$ cat src/rtl/traffic_ctrl.sv
// Two-road intersection controller with optional pedestrian walk phase.
// Moore FSM timed by a single phase counter that clears on every state change.
module traffic_ctrl #(
  parameter int GMIN  = 4,
  parameter int GMAX  = 8,
  parameter int YEL   = 2,
  parameter int RED   = 1,
  parameter int WALK  = 3,
  parameter int CNT_W = 4
) (
  input  logic       clk,
  input  logic       reset,
  input  logic       ta,
  input  logic       tb,
  input  logic       ped,
  output logic [1:0] la,
  output logic [1:0] lb,
  output logic       walk,
  output logic [2:0] phase
);

  // state | meaning
  // AG    | road A green, B red
  // AY    | road A yellow, B red
  // AR    | all red after A
  // BG    | road B green, A red
  // BY    | road B yellow, A red
  // BR    | all red after B
  // PW    | all red, pedestrian walk
  localparam logic [2:0] AG = 3'd0;
  localparam logic [2:0] AY = 3'd1;
  localparam logic [2:0] AR = 3'd2;
  localparam logic [2:0] BG = 3'd3;
  localparam logic [2:0] BY = 3'd4;
  localparam logic [2:0] BR = 3'd5;
  localparam logic [2:0] PW = 3'd6;

  localparam logic [CNT_W-1:0] GMIN_M1 = CNT_W'(GMIN - 1);
  localparam logic [CNT_W-1:0] GMAX_M1 = CNT_W'(GMAX - 1);
  localparam logic [CNT_W-1:0] YEL_M1  = CNT_W'(YEL - 1);
  localparam logic [CNT_W-1:0] RED_M1  = CNT_W'(RED - 1);
  localparam logic [CNT_W-1:0] WALK_M1 = CNT_W'(WALK - 1);

  localparam logic [1:0] L_GRN = 2'b00;
  localparam logic [1:0] L_YEL = 2'b01;
  localparam logic [1:0] L_RED = 2'b10;

  logic [2:0]       state_q, state_d;
  logic [CNT_W-1:0] cnt_q, cnt_d;
  logic             pend_q, pend_d;
  logic             next_b_q, next_b_d;
  logic             pend_eff, dem_a, dem_b, enter_pw;

  // A request on the current cycle already counts as demand at this edge.
  assign pend_eff = pend_q | ped;
  assign dem_a    = ta | pend_eff;
  assign dem_b    = tb | pend_eff;

  always_ff @(posedge clk) begin
    if (reset) begin
      state_q  <= AG;
      cnt_q    <= '0;
      pend_q   <= 1'b0;
      next_b_q <= 1'b0;
    end else begin
      state_q  <= state_d;
      cnt_q    <= cnt_d;
      pend_q   <= pend_d;
      next_b_q <= next_b_d;
    end
  end

  always_comb begin
    state_d = state_q;
    case (state_q)
      AG: if (dem_b && ((cnt_q >= GMIN_M1 && !ta) || cnt_q == GMAX_M1)) state_d = AY;
      AY: if (cnt_q == YEL_M1) state_d = AR;
      AR: if (cnt_q == RED_M1) state_d = pend_eff ? PW : BG;
      BG: if (dem_a && ((cnt_q >= GMIN_M1 && !tb) || cnt_q == GMAX_M1)) state_d = BY;
      BY: if (cnt_q == YEL_M1) state_d = BR;
      BR: if (cnt_q == RED_M1) state_d = pend_eff ? PW : AG;
      PW: if (cnt_q == WALK_M1) state_d = next_b_q ? BG : AG;
      default: state_d = AG;
    endcase
  end

  always_comb begin
    enter_pw = (state_d == PW) && (state_q != PW);
    if (state_d != state_q)
      cnt_d = '0;
    else if ((state_q == AG || state_q == BG) && cnt_q == GMAX_M1)
      cnt_d = cnt_q;
    else
      cnt_d = cnt_q + CNT_W'(1);
    pend_d   = ped | (pend_q & ~enter_pw);
    next_b_d = enter_pw ? (state_q == AR) : next_b_q;
  end

  always_comb begin
    la    = L_RED;
    lb    = L_RED;
    walk  = 1'b0;
    phase = state_q;
    case (state_q)
      AG: la = L_GRN;
      AY: la = L_YEL;
      BG: lb = L_GRN;
      BY: lb = L_YEL;
      PW: walk = 1'b1;
      default: ;
    endcase
  end

endmodule

$ cat config.mk
export PLATFORM = sky130hd
export DESIGN_NAME = traffic_ctrl
export DESIGN_NICKNAME = d
export VERILOG_FILES = /design/src/rtl/traffic_ctrl.sv
export SDC_FILE = /design/constraint.sdc
export NUM_CORES = 1
export LEC_CHECK = 0
export ABC_AREA = 1
export CAP_MARGIN = 20
export CORE_MARGIN = 1.5
export CORE_UTILIZATION = 37
export CTS_BUF_LIST = sky130_fd_sc_hd__clkbuf_4
export DETAILED_ROUTE_END_ITERATION = 8
export GPL_ROUTABILITY_DRIVEN = 0
export PLACE_DENSITY_LB_ADDON = 0.05
export SLEW_MARGIN = 5
export SYNTH_ARGS = -nofsm -noshare
export SYNTH_HDL_FRONTEND = slang
export SYNTH_SLANG_ARGS = --single-unit
$ cat constraint.sdc
create_clock -name clk -period 2.1 [get_ports clk]
set_clock_uncertainty 0.1 [all_clocks]
set_input_delay 0.42 -clock clk [delete_from_list [all_inputs] [get_ports clk]]
set_output_delay 0.42 -clock clk [all_outputs]
set_load 0.01 [all_outputs]
==> results.cfg, run 1 <==
[status]
outcome = finished, final reports clean

[setup_path]
end_kind = output pin
r2r_cells = 11
r2r_slack_ps = 250
path_buf_inv = 2
critPathSlowestCell = clkdlybuf4s50_1
cp.arrival_ps = 1500
crit_path_cell_trace = inv_2 -> nand2_2 -> nor2_4 -> clkdlybuf4s50_1
slowest_delay_ps = 550
required_ps = 1580
start_kind = register
crit_type = register to output pin
critPathTopFamily = buffers and inverters
worst_r2r_endpoint = cnt_q[1]
endpoint = walk
critPathMaxFanout = 7
startpoint = phase[0]
crit_cells = 4
r2r_start = cnt_q[0]

[drt]
antenna_left = 0
drt_wl_total_um = 1800
via_per_inst = 4.63
drc = 0
num_vias = 806
routedWlPerCell_um = 10.4
drt_iter0_drc = 18
drtPass1Iterations = 4

[pwr]
switching_power_mw = 0.337
p_clk_share_pct = 18.7
p_total_mw = 0.779
pwr-share-comb_pct = 48.7
peakVddDrop_mv = 0.532
switching_share_pct = 43.3
cellLeakagePower_nw = 0.545
intPower_mw = 0.441
pwr-share-seq_pct = 32.6
p_per_area_mw_per_mm2 = 789

[cells_and_area]
syn2layout_area_growth_pct = 27.7
drive_gt1_share_pct = 17.7
fin_util_pct = 50.3
nets = 157
diodes = 0

[logic_synthesis]
synth-compound-area-share_pct = 4.85
synth_most_common_cell = nand2_1
synth_top_family_by_area = simple AND/OR/NAND/NOR gates
ys_ff_latch = 9
synthFlopType = dfxtp_1
syn_area_per_cell_um2 = 5.95
synthArstFlopShare_pct = 0
synthMuxAreaShare_pct = 0
synth_cell_types = 19
synth_area_leaders = dfxtp_1 (23%), nand2_1 (18%), nor2_1 (11%)
syn-num-nets = 139
post-synth-top-area-cell = dfxtp_1
yosys.area_share.simple_pct = 51.3
synth_fa_ha_area_share_pct = 6.47
netlist_area_um2 = 773
ys_seq_area_share_pct = 23.3
synth_commonest_cells = nand2_1 (37), nor2_1 (22), inv_1 (21)
synth_top_area_share_pct = 23.3
yosysWarningCount = 0
synth-edff-count = 0
synth_cells = 130
synthXorXnorAreaFrac_pct = 2.27

[placement]
port_buffers = 12
dpl.hpwl_um = 1430

[floorplanning]
dieArea_mm2 = 0.00237
core-area_mm2 = 0.00196
die_w_um = 48.7
start_util_pct = 39.4
die_h_um = 48.7
ioPinCount = 13
rows = 16

[sta]
worst_pin_slew_ps = 426
maxSlewHeadroom_pct = 71.5
hold_ws_ps = 361
final.min_clock_period_ps = 2020
max_freq_ghz = 0.494
maxSlewViolCount = 0
fin_setup_tns_ps = 0
rsz0062_at_grt = false
hold_viol = 0
setup_violations = 0
post-route-period-util_pct = 96.3

[grt]
overflow = 0
grt_max_degree = 8
grt_pass1_vias = 765
grt_pass1_wl_um = 3130
antenna_found_initial = 0
grt_usage_pct = 16.8

[clock_network]
cts_buffers = 3
cts_buffer_depth = 2
htreeDepth = 1
clk-insertion-delay-late_ps = 260
numClockSinks = 9
clk_pin_slew_ps = 60
root_buffer = clkbuf_4
cts_tree = yes

[run]
drv_cap = 0

[worst_hold_path]
min_from = next_b_q
hp-class = register to register
[what timing repair did]
action,in CTS,in global routing
pin swaps,0,1
hold buffers,0,0
setup buffers,0,0
resized for setup,4,6
endpoints found under the setup margin,3,3
[through the flow]
stage	instances	worst slack, ps	area (um2)
3_5_place_dp	170	-15.6	937
3_3_place_gp	170	-5.48	937
6_report	174	76.7	987
5_1_grt	174	18.1	987
2_1_floorplan	130	529	773
4_1_cts	174	17.5	971
[sequential cells by signal, summed over array words and instances, names as in the netlist]
register	flops
pend_q	1
cnt_q	4
phase	3
next_b_q	1
[layout by cell type (no fill, tap or decap), drive strengths merged]
cell type      netlist  layout
clkbuf               0       4
nand4                2       2
dlygate4sd2          0       1
nand2               42      42
dlymetal6s2s         0       2
nor2                28      28
xor2                 2       2
a21oi                3       3
nand3               10      10
and3b                1       1
ha                   4       4
dfxtp                9       9
o21ai                3       3
buf                  1       2
o211ai               1       1
clkdlybuf4s50        0       9
inv                 23      23
nor3                 1       1
[final cells by class]
type	instances	area, um2
multi-input combinational	97	509
timing repair buffer	14	139
inverter	23	86.3
tap	27	33.8
sequential	9	189
fill	221	975
clock buffer	4	30.0
[worst register-to-register path, stage by stage, from the launching register on]
cell and delay (ps):
dfxtp_1 420, inv_1 90, ha_1 250, nand3_1 130
nor2_1 60, nor2_2 120, nand3_2 120, nand2_1 80
nand3_1 70, nor2_1 110, nand2_1 120, nor2_1 100
[routing by layer]
metal  routed length (um)  part of all wire [%]  vias up  global-route usage (%)
met1                  838                    46      351                    20.5
met2                  884                    49       19                    28.1
li1                     -                     -      432                       -
met5                    0                     0        -                       0
met4                   31                   1.7        0                    11.0
met3                   50                   2.8        4                    1.54
[power by group through the flow]
stage                     combinational [mW]  sequential [mW]  clock [mW]
final                                  0.379            0.254       0.146
after global routing                   0.441            0.259       0.163
after CTS                              0.380            0.251       0.152
after detailed placement               0.372            0.253           0
after global placement                 0.370            0.252           0
after floorplan                        0.273            0.244           0
[cells by family after synthesis]
kind of cell             Yosys count
buffers and inverters             24
flip-flops                         9
XOR/XNOR                           2
adder cells (fa/ha/maj)            4
AO/OA/AOI/OAI                      7
AND/OR/NAND/NOR                   84
[how the worst min path moves through the flow]
stage	endpoint	slack, ps	cells after the start
floorplan	next_b_q	330	2
global placement	next_b_q	350	2
detailed placement	next_b_q	350	2
CTS	next_b_q	360	2
global route	next_b_q	390	2
finish	next_b_q	360	2
No activity file was read; power rests on OpenSTA's default activity.
==> run 2: changes to the inputs <==
- SKIP_CTS_REPAIR_TIMING: not set -> 1
==> results.cfg, run 2 (synthesis gave the netlist of run 1 again) <==
[floorplanning]
dieArea_mm2 = 0.00237
rows = 16
ioPinCount = 13
die_h_um = 48.7
start_util_pct = 39.4
core-area_mm2 = 0.00196
die_w_um = 48.7

[sta]
maxSlewViolCount = 0
final.min_clock_period_ps = 2040
max_freq_ghz = 0.491
setup_ws_ps = 63.6
maxSlewHeadroom_pct = 71.8
rsz0062_at_grt = false
post-route-period-util_pct = 97.0
hold_viol = 0
setup_violations = 0
worst_pin_slew_ps = 422

[grt]
grt_usage_pct = 16.6
grt_max_degree = 8
overflow = 0
grt_pass1_wl_um = 3110
grt_pass1_vias = 756
antenna_found_initial = 0

[cells_and_area]
syn2layout_area_growth_pct = 27.8
regMostFlops = cnt_q
stdcell_area_um2 = 988
nFillCells = 219
layout_common_cells = nand2_1 (37), inv_1 (21), nor2_1 (21)
diodes = 0
fin_util_pct = 50.4
final_common_cell = nand2_1
final_cells = 174
nets = 157
drive_gt1_share_pct = 17.7
largest_reg_flops = 4

[clock_network]
cts_buffers = 3
numClockSinks = 9
clk_pin_slew_ps = 60
htreeDepth = 1
clk-insertion-delay-late_ps = 260
cts_tree = yes
cts_buffer_depth = 2
root_buffer = clkbuf_4

[setup_path]
worst_r2r_endpoint = cnt_q[1]
r2r_cells = 11
critPathMaxFanout = 7
r2r_start = cnt_q[0]
r2r_slack_ps = 280
start_kind = register
crit_type = register to output pin
end_kind = output pin
cp.arrival_ps = 1520
required_ps = 1580

[placement]
pre_cts_slack_ps = -15.6
place_inst = 170
dpl.hpwl_um = 1430
dpl_cell_area_um2 = 937
port_buffers = 12

[drt]
drt_wl_total_um = 1810
drt_iter0_drc = 20
drtPass1Iterations = 4
routedWlPerCell_um = 10.4
drc = 0
num_vias = 814
via_per_inst = 4.68
antenna_left = 0

[pwr]
peakVddDrop_mv = 0.553
cellLeakagePower_nw = 0.547
p_per_area_mw_per_mm2 = 787
p_total_mw = 0.778

[run]
drv_cap = 0

[status]
outcome = finished, final reports clean

[worst_hold_path]
min_path_cells = 2
hp-class = register to register
holdPathEnd = next_b_q
min_from = next_b_q
==> run 2: cell count changes in the layout (fill, tap and decap cells not counted), sizes merged <==
cell          before  now
dlygate4sd2        1    0
dlymetal6s2s       2    3
==> run 2: cell type report <==
cell class / count / area, um2 / share of cell area, %
well taps: 27 / 33.8 / 3.42
repair buffers: 14 / 143 / 14.4
multi-input cells: 97 / 509 / 51.5
clock buffers: 4 / 30.0 / 3.04
flip-flops and latches: 9 / 186 / 18.9
inverters: 23 / 86.3 / 8.73
==> run 2: report_power, final <==
group | switching [mW] | total (mW) | internal (mW)
registers | 0.0506 | 0.254 | 0.204
clock network | 0.0596 | 0.146 | 0.0861
logic | 0.227 | 0.378 | 0.151
total | 0.337 | 0.778 | 0.441
==> run 2: metal layers <==
layer / vias up / wire length, um / GRT usage (%) / share of wire (%)
li1: 431 / - / - / -
met1: 361 / 842 / 20.8 / 47
met2: 16 / 857 / 27.4 / 47
met3: 6 / 50 / 0.926 / 2.8
met4: 0 / 55 / 11.0 / 3.0
met5: - / 0 / 0 / 0
==> run 2: worst max path at each step <==
| stage | startpoint | to | slack [ps] |
|---|---|---|---|
| after floorplan | cnt_q[0] | cnt_q[0] | 530 |
| after global placement | ped | cnt_q[3] | -5 |
| after detailed placement | ped | cnt_q[1] | -20 |
| after CTS | phase[0] | lb[1] | -150 |
| after global routing | phase[0] | walk | 8 |
| final | phase[0] | walk | 60 |
==> run 2: through the flow <==
step / hold slack, ps / TNS [ps]
2_1_floorplan: 328 / 0
4_1_cts: 359 / -319
6_report: 358 / 0
3_3_place_gp: 353 / -6.21
5_1_grt: 394 / 0
3_5_place_dp: 349 / -45.3
==> run 2: critical path: stages, from the launching register on <==
cell             delay [ps]
dfxtp_2                 380
inv_2                   100
nand2_2                  80
nor2_4                  140
clkdlybuf4s50_1         550
